<file path="config.mk">
export PLATFORM = sky130hd
export DESIGN_NAME = sobel_frame_loader
export DESIGN_NICKNAME = d
export VERILOG_FILES = /design/src/rtl/sobel_frame_loader.sv
export SDC_FILE = /design/constraint.sdc
export NUM_CORES = 1
export LEC_CHECK = 0
export CAP_MARGIN = 20
export CORE_MARGIN = 2
export CORE_UTILIZATION = 45
export CTS_CLUSTER_DIAMETER = 150
export CTS_CLUSTER_SIZE = 25
export DETAILED_ROUTE_END_ITERATION = 8
export PLACE_DENSITY = 0.73
export SLEW_MARGIN = 20
export SYNTH_ARGS = -nofsm -noshare
export SYNTH_HDL_FRONTEND = slang
export SYNTH_SLANG_ARGS = --single-unit
</file>
<file path="constraint.sdc">
create_clock -name clk -period 2.43 [get_ports clk]
set_input_delay 0.3645 -clock clk [delete_from_list [all_inputs] [get_ports clk]]
set_output_delay 0.3645 -clock clk [all_outputs]
set_load 0.02 [all_outputs]
</file>
<file path="src/rtl/sobel_frame_loader.sv">
// sobel_frame_loader
//   Input-side frame writer for the Sobel datapath. A raster pixel stream
//   (valid/ready) is written into BRAM0 at sequential addresses. After the
//   last pixel of a frame, the block pulses o_complete with the pixel count.
//   BRAM0 then stays read-only (HOLD) until the consumer asserts i_release.
//
// Ports
//   clk, rst              clock, synchronous active-high reset
//   i_start               arm one frame load (sampled in IDLE only)
//   i_release             consumer done with BRAM0 (sampled in HOLD only)
//   s_valid/s_ready       pixel beat handshake; s_ready is high only in LOAD
//   s_data, s_eol         pixel value and end-of-line marker
//   b0_ce0/b0_we0         registered BRAM0 port-0 enable / write enable
//   b0_addr0, b0_d0       registered BRAM0 write address / data
//   o_complete            one-cycle pulse, the cycle after the final write
//   o_num_cnt             pixel count of the last completed frame
//   o_busy                state != IDLE
//   o_err                 sticky line-framing error for current/last frame
module sobel_frame_loader #(
  parameter int DATA_WIDTH = 8,
  parameter int ADDR_WIDTH = 16,
  parameter int IMAGE_W    = 279,
  parameter int IMAGE_H    = 210
) (
  input  logic                  clk,
  input  logic                  rst,
  input  logic                  i_start,
  input  logic                  i_release,
  input  logic                  s_valid,
  output logic                  s_ready,
  input  logic [DATA_WIDTH-1:0] s_data,
  input  logic                  s_eol,
  output logic                  b0_ce0,
  output logic                  b0_we0,
  output logic [ADDR_WIDTH-1:0] b0_addr0,
  output logic [DATA_WIDTH-1:0] b0_d0,
  output logic                  o_complete,
  output logic [ADDR_WIDTH-1:0] o_num_cnt,
  output logic                  o_busy,
  output logic                  o_err
);

  localparam int NPIX = IMAGE_W * IMAGE_H;
  localparam int CW   = (IMAGE_W > 1) ? $clog2(IMAGE_W) : 1;
  localparam int RW   = $clog2(IMAGE_H + 1);

  localparam logic [ADDR_WIDTH-1:0] LAST_ADDR = ADDR_WIDTH'(NPIX - 1);
  localparam logic [ADDR_WIDTH-1:0] NPIX_A    = ADDR_WIDTH'(NPIX);
  localparam logic [CW-1:0]         COL_LAST  = CW'(IMAGE_W - 1);

  localparam logic [1:0] S_IDLE = 2'd0;
  localparam logic [1:0] S_LOAD = 2'd1;
  localparam logic [1:0] S_HOLD = 2'd2;

  logic [1:0]            r_state;
  logic [ADDR_WIDTH-1:0] r_wr_cnt;
  logic [CW-1:0]         r_col;
  logic [RW-1:0]         r_row;
  // Final beat accepted last cycle; delays o_complete until the final
  // write has actually been captured by BRAM0.
  logic                  r_fin;

  logic w_acc;
  logic w_last;
  logic w_eol_pos;

  assign s_ready   = (r_state == S_LOAD);
  assign o_busy    = (r_state != S_IDLE);
  assign w_acc     = s_valid && s_ready;
  assign w_last    = w_acc && (r_wr_cnt == LAST_ADDR);
  assign w_eol_pos = (r_col == COL_LAST);

  always_ff @(posedge clk) begin
    if (rst) begin
      r_state    <= S_IDLE;
      r_wr_cnt   <= '0;
      r_col      <= '0;
      r_row      <= '0;
      r_fin      <= 1'b0;
      b0_ce0     <= 1'b0;
      b0_we0     <= 1'b0;
      b0_addr0   <= '0;
      b0_d0      <= '0;
      o_complete <= 1'b0;
      o_num_cnt  <= '0;
      o_err      <= 1'b0;
    end else begin
      b0_ce0     <= w_acc;
      b0_we0     <= w_acc;
      r_fin      <= w_last;
      o_complete <= r_fin;
      // Address/data only move on an accept so they hold when idle.
      if (w_acc) begin
        b0_addr0 <= r_wr_cnt;
        b0_d0    <= s_data;
      end

      case (r_state)
        S_IDLE: begin
          if (i_start) begin
            r_state  <= S_LOAD;
            r_wr_cnt <= '0;
            r_col    <= '0;
            r_row    <= '0;
            o_err    <= 1'b0;
          end
        end
        S_LOAD: begin
          if (w_acc) begin
            // Counters are authoritative; s_eol is only cross-checked.
            if (s_eol != w_eol_pos) o_err <= 1'b1;
            if (w_last) begin
              r_state   <= S_HOLD;
              o_num_cnt <= NPIX_A;
            end else begin
              r_wr_cnt <= r_wr_cnt + 1'b1;
              if (w_eol_pos) begin
                r_col <= '0;
                r_row <= r_row + 1'b1;
              end else begin
                r_col <= r_col + 1'b1;
              end
            end
          end
        end
        S_HOLD: begin
          if (i_release) r_state <= S_IDLE;
        end
        default: r_state <= S_IDLE;
      endcase
    end
  end

endmodule

</file>
==> results.md, run 1 <==
Outcome:
- The run finished with clean final reports.

Layout:
- The multi-input logic area is roughly 1300 sq um.
- The layout has 513 filler cells.
- In the final layout, the share of cells above drive strength 1 is 0.101.
- With fillers left out, the area of the finished cells amounts to approximately 3200 sq um.
- The total area of sequential cells is ~1100 sq um.
- The library cell used most frequently in the layout, excluding fill and tap cells, is sky130_fd_sc_hd__nand2_1.
- The top cell types in the final layout, fill and taps aside, are sky130_fd_sc_hd__nand2_1, sky130_fd_sc_hd__dfxtp_1, sky130_fd_sc_hd__clkdlybuf4s50_1.
- The number of antenna diodes is 0.
- For this run, the post-layout net count is approximately 380.
- The area added between synthesis and finish is 23.3%.

Critical path:
- Traced cell by cell, the critical path runs through ha_1, nand4bb_1, or4_1, o21ai_4, buf_4, or4_1, a21oi_1.
- On the critical path the largest part of the delay comes from simple AND/OR/NAND/NOR gates.
- For this run, the slowest stage of the critical path takes around 0.56 ns.
- For the worst setup path, the data required time is ~2.6 ns.
- The combined buffer and inverter count along the critical path is 1.
- The largest individual stage delay along the critical path comes from the cell sky130_fd_sc_hd__or4_1.
- The kind of end point of the critical path is a register.
- The data arrival at the endpoint of the critical path is around 2.4 ns.
- The worst setup path is launched from a register.
- The kind of critical path is reg -> reg.
- The largest driver fanout on the critical path is 12.
- The most common cell type on the critical path is sky130_fd_sc_hd__or4_1.

STA:
- Of the available clock period, the critical path in the final layout requires 0.893.
- The worst clock skew is 0.00992 ns.
- The maximum clock rate is between 400 and 500 MHz.
- In this run the tightest slew margin relative to its limit is 0.660.
- The count of final max-slew check failures is 0.
- The slew of the pin with the lowest slew margin is 0.511 ns.
- Setup repair after global routing left no endpoint under its margin.
- For the final routed database, the setup TNS stands at 0 ns.
- The routed design could run at a clock period as short as around 2.2 ns.
- The tightest hold path in the finished design has a slack of about 0.45 ns.
- The number of setup violations in the final report is 0.
- The final hold violation count is 0.

Yosys:
- The synthesized netlist contains 48 unique library cells.
- The mapped netlist covers 2590 sq um.
- For this run, asynchronously set or reset flops after synthesis account for 0.
- The instance count of the mapped netlist is ~310.
- In this run, synthesis inferred 0 flip-flops with an integrated enable.
- Yosys printed 0 warnings.
- The average cell area after synthesis is about 8.3 sq um.
- Of the synthesized area, sequential elements account for 0.432.
- Synthesis inferred 56 register bits.
- The commonest register cell after synthesis is sky130_fd_sc_hd__dfxtp_1.

Pwr:
- Of the total power, the clock network draws 0.318.
- The analysis attributes to net switching a power of a little over 0.4 mW.
- The internal power of the cells totals 1.22 mW.
- The share of total power dissipated in sequential elements is 0.575.
- The analysis attributes to cell leakage a power of roughly 1.1 nW.
- Of the total power, the share spent switching nets is 0.249.
- The sum of internal, switching and leakage power is ~1.6 mW.
- In this run the power density over the cells is 510 nW/um^2.
- IR analysis of the VDD net gives a maximum drop of between 0.3 and 0.4 mV.
- The combinational share of power is 0.107.

Detailed routing:
- In the routed layout, each cell is associated on average with a via count of ~5.3.
- In this run, the number of DRC markers left after iteration 0 of detailed routing was 120.
- The total DRC errors in the routed layout is 0.
- Summed over all layers, the routed wires come to approximately 5500 um.
- After detailed routing, the average wire length per cell comes to around 13 um.
- The residual antenna-violating net count after detailed routing is 0.
- The pre-antenna-repair detailed-routing pass consisted of 4 iterations.
- Detailed routing inserted a total of 2,278 vias.

Floorplanning:
- The core region area is 5540 sq um.
- The die height is around 80 um.
- The die area is roughly 6400 sq um.
- The effective utilization at floorplan is 0.468.
- During I/O placement, the number of pins put on the boundary was 60.
- The number of placement rows is 27.
- The width of the chip is 79.9 um.

Global routing:
- For this run, global-route usage on met2 was measured as 0.306.
- In the global route stage, overall resource usage came out at 0.179.
- The first-pass GRT wire length is 9170 um.
- The maximum number of pins on one net before global-route repair is 25.
- The global routing stage identified its most utilized layer as met2.
- The met3 usage in global routing is 0.0419.
- The global-route track usage on met1 is 0.219.
- After global routing the overflow that remains totals 0.
- The initial antenna violation count came to 0.
- The number of global-route vias before repair came to around 2,000.

Placed design:
- The number of buffers inserted by port buffering is 53.
- The weighted congestion reported at the end of routability-driven placement is between 0.8 and 0.9.
- After legalization and detailed placement, the total HPWL measured around 4000 um.
- Once placement finished, the instance area stood at 3110 sq um.

Min path:
- The path class of the tightest hold or removal check is reg -> reg.

Clock network:
- The longest clock path from root to sink contains 2 buffers.
- The worst-skew pair later-pin latency is approximately 0.31 ns.
- The deepest level of the CTS H-tree is 2.
- The total number of clock tree sinks is between 50 and 60.
- Clock-pin slew was measured on the worst setup and hold paths at 0.10 ns.
- CTS placed an instance of sky130_fd_sc_hd__clkbuf_8 at the clock tree root.
- The post-cts sizing count is 0.
- After clock tree synthesis, the flow added hold-fix buffers numbering 0.
- The post-CTS setup buffer count is 0.
- The total clock buffers created by CTS is 5.
- The clock tree from TritonCTS is built.

Job:
- The number of maximum-capacitance violations is 0.
worst min-delay path, delay by kind of cell (launching register included):
family                 cells  cell delay [ns]
DFF                        1             0.32
buffers and inverters      1             0.05
AOI/OAI and AO/OA          1             0.05
path summary, 6_finish.rpt:
check	endpoint	slack, ns	cells past startpoint	start
worst min register to register	o_err$_SDFFE_PP0P_	0.45	2	o_err$_SDFFE_PP0P_
worst max-delay path	r_wr_cnt[12]$_SDFFE_PP0P_	0.26	7	r_wr_cnt[0]$_SDFFE_PP0P_
worst min-delay path	o_err$_SDFFE_PP0P_	0.45	2	o_err$_SDFFE_PP0P_
worst max register to register	r_wr_cnt[12]$_SDFFE_PP0P_	0.26	7	r_wr_cnt[0]$_SDFFE_PP0P_
synth_stat cells (2+ instances only):
library cell | count | area [sq um]
sky130_fd_sc_hd__o31ai_1 | 4 | 30.0
sky130_fd_sc_hd__nand4_1 | 2 | 12.5
sky130_fd_sc_hd__nand3_1 | 4 | 20.0
sky130_fd_sc_hd__nor2b_1 | 3 | 18.8
sky130_fd_sc_hd__nand4b_1 | 2 | 17.5
sky130_fd_sc_hd__buf_2 | 2 | 10.0
sky130_fd_sc_hd__inv_1 | 8 | 30.0
sky130_fd_sc_hd__clkbuf_1 | 10 | 37.5
sky130_fd_sc_hd__buf_4 | 16 | 120
sky130_fd_sc_hd__o21ai_0 | 9 | 45.0
sky130_fd_sc_hd__ha_1 | 4 | 50.1
sky130_fd_sc_hd__or4_1 | 6 | 45.0
sky130_fd_sc_hd__a21oi_1 | 44 | 220
sky130_fd_sc_hd__nand2_1 | 64 | 240
sky130_fd_sc_hd__or4b_2 | 5 | 50.1
sky130_fd_sc_hd__dfxtp_1 | 56 | 1120
sky130_fd_sc_hd__o21ai_2 | 5 | 43.8
sky130_fd_sc_hd__nor2_1 | 16 | 60.1
sky130_fd_sc_hd__a21oi_2 | 4 | 35.0
sky130_fd_sc_hd__a32o_1 | 2 | 20.0
sky130_fd_sc_hd__o21ai_1 | 2 | 10.0
sky130_fd_sc_hd__mux2i_1 | 2 | 20.0
sky130_fd_sc_hd__or3_1 | 12 | 75.1
sky130_fd_sc_hd__xor2_1 | 3 | 26.3
sky130_fd_sc_hd__and3_1 | 4 | 25.0
sky130_fd_sc_hd__nand2b_1 | 2 | 12.5
sky130_fd_sc_hd__nor4b_1 | 2 | 17.5
state kept, by name, summed over array words and instances, names as in the netlist:
name / cells
b0_d0: 8
r_fin: 1
r_wr_cnt: 16
r_state: 2
r_col: 9
b0_we0: 1
o_num_cnt: 1
o_complete: 1
b0_addr0: 16
o_err: 1
power by group through the flow:
stage / Combinational [mW] / Clock [mW] / Sequential (mW)
finish: 0.174 / 0.518 / 0.937
global route: 0.190 / 0.578 / 0.939
CTS: 0.175 / 0.535 / 0.937
detailed placement: 0.173 / 0 / 0.958
global placement: 0.171 / 0 / 0.958
floorplan: 0.108 / 0 / 0.967
final cells by class:
class                      count  area share
clock buffer                   6      0.0258
clock inverter                 1     0.00274
inverter                       8     0.00939
multi-input combinational    224       0.394
sequential                    56       0.351
tap                           72      0.0282
timing repair buffer          63       0.189
layer usage:
metal / wire [um] / share of wire
met3: 194 / 0.035
met2: 2700 / 0.49
met5: 0 / 0
met1: 2530 / 0.46
met4: 82 / 0.015
cells by family (layout without fill, tap and decap cells):
| logic type | Yosys count | in the layout | synth area share |
|---|---|---|---|
| and+or+nand+nor | 131 | 131 | 0.255 |
| AOI/OAI and AO/OA | 78 | 78 | 0.184 |
| DFF | 56 | 56 | 0.432 |
| buffers and inverters | 39 | 78 | 0.0897 |
| adders and majority gates | 4 | 4 | 0.0193 |
| xor gates and xnor gates | 3 | 3 | 0.0101 |
| muxes | 2 | 2 | 0.00772 |
| other | 1 | 6 | 0.00145 |
through the flow:
stage	worst slack [ns]	util	std cells
final	0.259	0.577	430
after global routing	0.124	0.577	430
after CTS	0.284	0.577	430
after detailed placement	0.227	0.561	423
after global placement	0.261	0.561	423
after floorplan	0.516	-	319
Power figures use the tool's default switching activity.
==> inputs of run 2 (changes only) <==
--- a/config.mk
+++ b/config.mk
@@ -12,6 +12,7 @@
 export CTS_CLUSTER_SIZE = 25
 export DETAILED_ROUTE_END_ITERATION = 8
 export PLACE_DENSITY = 0.73
+export SETUP_SLACK_MARGIN = 0.2
 export SLEW_MARGIN = 20
 export SYNTH_ARGS = -nofsm -noshare
 export SYNTH_HDL_FRONTEND = slang
==> results.md, run 2 (synthesis results as in run 1) <==
Outcome:
- The flow ran to the end, and the final reports show no timing, DRC or antenna violations.

Global routing:
- The initial antenna violation count is 0.
- The maximum number of pins on one net before global-route repair is 25.
- The number of global-route vias before repair is ~2,000.
- The first global-routing pass estimated 9170 um of wire.
- For this run, the total global-route usage over all layers was measured as 0.179.
- After global routing the overflow that remains totals 0.

Layout:
- The area added between synthesis and finish is 24.3%.
- The number of cells in the finished layout apart from fillers is 433.
- Fill cells in the final layout number between 500 and 600.
- The largest registers in the layout are b0_addr0 x16, r_wr_cnt x16, r_col x9.
- The library cells used most frequently in the layout, excluding fill and tap cells, are sky130_fd_sc_hd__nand2_1, sky130_fd_sc_hd__dfxtp_1, sky130_fd_sc_hd__clkdlybuf4s50_1.
- In the final layout, the share of cells above drive strength 1 is 0.111.
- Leaving out fill and tap cells, the most frequent cell in the layout is sky130_fd_sc_hd__nand2_1.
- The number of antenna diodes is 0.
- The final-stage net count is between 300 and 400.

Floorplanning:
- The floorplan has 27 rows.
- The core region area is 5540 sq um.
- The effective utilization at floorplan is 0.468.
- The die height is between 70 and 80 um.
- The die covers 6390 sq um.
- The width of the chip is 79.9 um.
- 60 I/O pins were placed.

Pwr:
- The proportion of total power due to net switching is 0.249.
- Internal power comes to between 1 and 1.5 mW.
- The combinational share of power is 0.109.
- In this run the static leakage power is ~1.1 nW.
- Of the total power, registers draw 0.573.
- VDD sags by at most 0.306 mV.
- Summed over all nets, the switching power comes to between 0.4 and 0.5 mW.
- Summing internal, switching and leakage power gives between 1.5 and 2 mW.
- The share of total power dissipated in the clock network is 0.318.
- The cell area power density is approximately 510 nW/um^2.

STA:
- The final hold violation count was 0.
- After layout, the minimum clock period comes to between 2 and 2.5 ns.
- The number of setup violations in the final report is 0.
- The count of final max-slew check failures came to 0.
- The maximum clock rate is 470 MHz.
- For the pin with the worst max-slew slack, the measured transition is 0.513 ns.
- Between clock sinks in the finished design, the worst skew comes to approximately 0.011 ns.
- Setup repair after global routing could not meet its margin everywhere.
- Dividing the final minimum period by the clock period gives 0.875.
- In this run the tightest slew margin relative to its limit is 0.658.
- After routing, the total negative slack on setup checks comes to 0 ns.

Clock network:
- The number of buffers between clock root and the deepest sink is 2.
- The number of hold-repair buffers added at the cts stage is 0.
- The clock root buffer master is sky130_fd_sc_hd__clkbuf_8.
- The total number of clock tree sinks is 56.
- TritonCTS built the clock tree.
- The total clock buffers created by CTS is 5.
- The clock-pin transition on the worst setup and hold timing paths is roughly 0.10 ns.
- The H-tree was split into 2 levels.
- The worst-skew pair later-pin latency is about 0.31 ns.

Placed design:
- The half-perimeter wire length after placement is between 3000 and 4000 um.
- The number of cells after detailed placement is 423.
- Port buffering added 53 buffers.
- The weighted congestion reported at the end of routability-driven placement is between 0.8 and 0.9.

Critical path:
- The data arrival at the endpoint of the critical path is approximately 2.3 ns.
- The kind of end point of the critical path is a register.
- Of all nets on the critical path, the largest fanout is 12.
- The data required time at the worst endpoint is approximately 2.6 ns.
- The launching element type of the critical path is a register.
- The setup path with the least slack is of type reg -> reg.

Detailed routing:
- For this run, design rule violations remaining after detail routing come to 0.
- The residual antenna-violating net count after detailed routing is 0.
- The routed layout has approximately 2,300 vias.
- Dividing the detail-routed wire length by the instance count gives 12.8 um.
- After detailed routing, the total wire length is roughly 5500 um.
- The number of iterations in the first detailed-routing pass is 4.
- The average vias per placed instance is around 5.3.
- The number of DRC markers after the initial detailed-route iteration is roughly 120.

Min path:
- The path class of the tightest hold or removal check is reg -> reg.

Job:
- The number of maximum-capacitance violations is 0.
[run 2: power by group through the flow]
stage / Sequential [mW] / Combinational, mW / Clock, mW
after detailed placement: 0.958 / 0.173 / 0
after floorplan: 0.967 / 0.108 / 0
final: 0.937 / 0.178 / 0.520
after global routing: 0.939 / 0.195 / 0.578
after global placement: 0.958 / 0.171 / 0
after CTS: 0.937 / 0.175 / 0.535
[run 2: final timing paths]
check                           start  cells past startpoint  slack (ns)                         to
min reg2reg        o_err$_SDFFE_PP0P_                      2        0.45         o_err$_SDFFE_PP0P_
max          r_wr_cnt[0]$_SDFFE_PP0P_                      7        0.30  r_wr_cnt[14]$_SDFFE_PP0P_
min                o_err$_SDFFE_PP0P_                      2        0.45         o_err$_SDFFE_PP0P_
max reg2reg  r_wr_cnt[0]$_SDFFE_PP0P_                      7        0.30  r_wr_cnt[14]$_SDFFE_PP0P_
[run 2: final cells by class]
| type | instances | area, sq um | area share |
|---|---|---|---|
| Inverter | 8 | 30.0 | 0.00931 |
| Timing Repair Buffer | 66 | 628 | 0.195 |
| Multi-Input combinational cell | 224 | 1260 | 0.392 |
| Tap cell | 72 | 90.1 | 0.0279 |
| Clock buffer | 6 | 82.6 | 0.0256 |
| Clock inverter | 1 | 8.76 | 0.00272 |
| Sequential cell | 56 | 1120 | 0.348 |
[run 2: repair_timing]
item	in CTS	in global routing
resized for setup	0	1
endpoints found under the hold margin	0	0
endpoints found under the setup margin	0	10
buffers inserted	0	3
[run 2: per-layer routing]
metal  share of wire  vias to the layer above  global-route usage
met3           0.035                        8              0.0419
met1            0.46                     1072               0.219
met4           0.015                        0              0.0644
met5               0                        -                   0
met2            0.49                       43               0.306
li1                -                     1163                   -
[run 2: metrics by stage]
step	area (sq um)	hold slack (ns)	util	setup slack, ns
3_3_place_gp	3110	0.423	0.561	0.261
3_5_place_dp	3110	0.442	0.561	0.227
5_1_grt	3220	0.473	0.582	0.182
2_1_floorplan	2610	0.414	-	0.516
6_report	3220	0.451	0.582	0.303
4_1_cts	3200	0.455	0.577	0.284
[run 2: worst max-delay path, stage by stage (launching register included)]
cell	delay (ns)
sky130_fd_sc_hd__dfxtp_1	0.43
sky130_fd_sc_hd__ha_1	0.20
sky130_fd_sc_hd__nand4bb_1	0.09
sky130_fd_sc_hd__or4_1	0.56
sky130_fd_sc_hd__o21ai_4	0.31
sky130_fd_sc_hd__buf_4	0.23
sky130_fd_sc_hd__or4_1	0.13
sky130_fd_sc_hd__a21oi_1	0.06
==> inputs of run 3 (changes only) <==
--- a/config.mk
+++ b/config.mk
@@ -11,9 +11,9 @@
 export CTS_CLUSTER_DIAMETER = 150
 export CTS_CLUSTER_SIZE = 25
 export DETAILED_ROUTE_END_ITERATION = 8
-export PLACE_DENSITY = 0.73
+export PLACE_DENSITY = 0.75
 export SETUP_SLACK_MARGIN = 0.2
-export SLEW_MARGIN = 20
+export SLEW_MARGIN = 5
 export SYNTH_ARGS = -nofsm -noshare
 export SYNTH_HDL_FRONTEND = slang
 export SYNTH_SLANG_ARGS = --single-unit
==> constraint.sdc (replaced) <==
create_clock -name clk -period 2.4 [get_ports clk]
set_input_delay 0.36 -clock clk [delete_from_list [all_inputs] [get_ports clk]]
set_output_delay 0.36 -clock clk [all_outputs]
set_load 0.02 [all_outputs]
==> results.md, run 3 (synthesis results as in run 1) <==
Floorplanning:
- The initialized floorplan defines 27 standard-cell rows.
- For this configuration, the core starts out at a cell density of 0.468.
- The die height is roughly 80 um.
- The number of top-level design ports is 60.
- The width of the chip is 79.9 um.
- The die area is 6390 sq um.
- The floorplan step defined a core boundary enclosing 5540 sq um.

Placed design:
- Timing analysis after detailed placement gives a worst setup slack of ~0.22 ns.
- At the end of routability-driven placement, the weighted congestion stood at approximately 0.87.
- The number of cells after detailed placement is 427.
- The number of buffers inserted by port buffering is between 50 and 60.
- The HPWL after detailed placement is 4040 um.

STA:
- The worst path in the final design needs a cycle of 2.06 ns, including I/O delays and setup.
- The max-slew headroom at the worst pin is 0.653.
- The slew of the pin with the lowest slew margin is ~0.52 ns.
- The count of final max-slew check failures is 0.
- The maximum clock rate is about 490 MHz.
- Setup repair after global routing left no endpoint under its margin.
- The number of setup violations in the final report is 0.
- The final hold violation count is 0.
- After layout, the worst setup slack is between 0.3 and 0.4 ns.
- Dividing the final minimum period by the clock period gives 0.859.
- The setup TNS after final layout is 0 ns.
- On the final layout, the worst clock skew is between 0.007 and 0.008 ns.

Layout:
- The number of cells in the finished layout apart from fillers is ~440.
- Counting the fill cells in the layout gives between 500 and 600.
- The layout cell share with drive strength beyond 1 is 0.118.
- The most frequent standard cell in the layout excluding fill and tap cells is sky130_fd_sc_hd__nand2_1.
- The area added between synthesis and finish is 26.3%.
- The core occupancy in the finished layout is 0.591.
- The library cells used most frequently in the layout, excluding fill and tap cells, are sky130_fd_sc_hd__nand2_1, sky130_fd_sc_hd__dfxtp_1, sky130_fd_sc_hd__clkdlybuf4s50_1.
- The number of antenna diodes is 0.
- The final-stage net count is 382.
- The largest registers in the layout are b0_addr0 x16, r_wr_cnt x16, r_col x9.

Critical path:
- The signal on the critical path passes through ha_1, nand4bb_1, or4_1, buf_4, o211ai_1, buf_4, xor2_1, nor2_1.
- The setup check on the worst reg-to-reg path leaves a slack of between 0.3 and 0.4 ns.
- The critical path is of the reg -> reg type.
- The highest-delay cell along the critical path is sky130_fd_sc_hd__or4_1.
- The cell class contributing the biggest share of worst-path delay is simple AND/OR/NAND/NOR gates.
- STA classifies the critical path startpoint as a register.
- Together, buffers and inverters on the worst path number 2.
- On the worst path, the slowest cell contributes a delay of 0.49 ns.
- The data arrival at the endpoint of the critical path is between 2 and 2.5 ns.
- Counting stages on the worst path, the most repeated cell is sky130_fd_sc_hd__buf_4.
- The launch instance of the worst register-to-register path is r_wr_cnt[0]$_SDFFE_PP0P_.
- The launch point of the critical path is r_wr_cnt[0]$_SDFFE_PP0P_.
- The data required time at the worst endpoint is around 2.6 ns.
- The largest driver fanout on the critical path is 6.
- The worst setup path is captured at a register.

Pwr:
- For this design the static power due to leakage is approximately 1.1 nW.
- The peak supply drop is ~0.37 mV.
- The cell area power density is about 530 nW/um^2.
- Total power for the finished layout comes to 1.75 mW.

Global routing:
- Entering global routing, the biggest net connects 25 pins.
- The first-pass GRT wire length is 9250 um.
- The number of global-route vias before repair is ~2,100.
- The global-route usage over all layers is 0.180.
- The sum of overflow across all layers after global routing is 0.
- The initial antenna violation count is 0.

Detailed routing:
- The average vias per placed instance is 5.26.
- Dividing the detail-routed wire length by the instance count gives between 10 and 15 um.
- The number of DRC markers after the initial detailed-route iteration is 150.
- After detailed routing, the number of remaining DRC violations is 0.
- The first detailed-routing pass took 4 iterations.
- The total via count after detailed routing is between 2,000 and 2,500.
- The total detailed-routing wirelength is between 5000 and 6000 um.
- The residual antenna-violating net count after detailed routing is 0.

Outcome:
- The run finished with clean final reports.

Clock network:
- The total clock buffers created by CTS is 5.
- The later pin in the worst-skew pair is clocked with a latency of ~0.30 ns.
- The number of buffers between clock root and the deepest sink is 2.
- The total number of clock tree sinks is between 50 and 60.
- The deepest level of the CTS H-tree is 2.
- The clock tree from TritonCTS is built.
- The clock root buffer master is sky130_fd_sc_hd__clkbuf_8.
- After clock tree synthesis, the clock-pin slew on the worst setup and hold paths is 0.10 ns.

Min path:
- The worst hold path class is reg -> reg.
- The critical hold path startpoint is o_err$_SDFFE_PP0P_.

Job:
- The tool flagged a number of max-cap violations equal to 0.
[run 3: cell count changes in the layout (fill, tap and decap cells not counted)]
cell / previous run / this run
sky130_fd_sc_hd__buf_4: 13 / 16
sky130_fd_sc_hd__bufinv_16: 0 / 1
sky130_fd_sc_hd__clkbuf_1: 0 / 1
sky130_fd_sc_hd__clkbuf_8: 6 / 5
sky130_fd_sc_hd__clkinv_4: 1 / 0
sky130_fd_sc_hd__inv_6: 0 / 1
sky130_fd_sc_hd__o211ai_2: 1 / 0
sky130_fd_sc_hd__o211ai_4: 0 / 1
[run 3: cell type report]
class,instances,area (sq um),area share
sequential,56,1120,0.342
tap,72,90.1,0.0275
timing repair buffer,69,651,0.199
clock inverter,2,38.8,0.0118
multi-input combinational,224,1270,0.388
clock buffer,6,72.6,0.0222
inverter,8,30.0,0.00917
[run 3: power breakdown]
part / total, mW / switching [mW] / internal, mW
clock network: 0.614 / 0.298 / 0.316
registers: 0.949 / 0.00897 / 0.940
logic: 0.184 / 0.109 / 0.0754
[run 3: through the flow]
step	area, sq um	hold slack (ns)
after floorplan	2610	0.414
after global placement	3140	0.416
after detailed placement	3140	0.446
after CTS	3250	0.460
after global routing	3280	0.476
final	3280	0.455
[run 3: path summary, 6_finish.rpt]
kind | to | depth (start not counted)
max | r_wr_cnt[2]$_SDFFE_PP0P_ | 8
min | o_err$_SDFFE_PP0P_ | 2
max reg2reg | r_wr_cnt[2]$_SDFFE_PP0P_ | 8
min reg2reg | o_err$_SDFFE_PP0P_ | 2
[run 3: repair_timing]
action | 4_1_cts | 5_1_grt
gates resized for setup | 0 | 2
hold buffers | 0 | 0
buffers inserted | 0 | 2
endpoints found under the hold margin | 0 | 0
endpoints found under the setup margin | 0 | 13
[run 3: worst register-to-register path, stage by stage (launching register included)]
cell and delay, ns:
sky130_fd_sc_hd__dfxtp_1 0.42, sky130_fd_sc_hd__ha_1 0.20, sky130_fd_sc_hd__nand4bb_1 0.10, sky130_fd_sc_hd__or4_1 0.49
sky130_fd_sc_hd__buf_4 0.20, sky130_fd_sc_hd__o211ai_1 0.16, sky130_fd_sc_hd__buf_4 0.17, sky130_fd_sc_hd__xor2_1 0.15
sky130_fd_sc_hd__nor2_1 0.06
[run 3: per-layer routing]
| layer | vias to the layer above | global-route usage | share of wire | wire [um] |
|---|---|---|---|---|
| met3 | 11 | 0.0362 | 0.035 | 196 |
| met5 | - | 0 | 0 | 0 |
| met4 | 0 | 0.0627 | 0.014 | 81 |
| li1 | 1167 | - | - | - |
| met2 | 41 | 0.317 | 0.49 | 2780 |
| met1 | 1079 | 0.216 | 0.46 | 2570 |
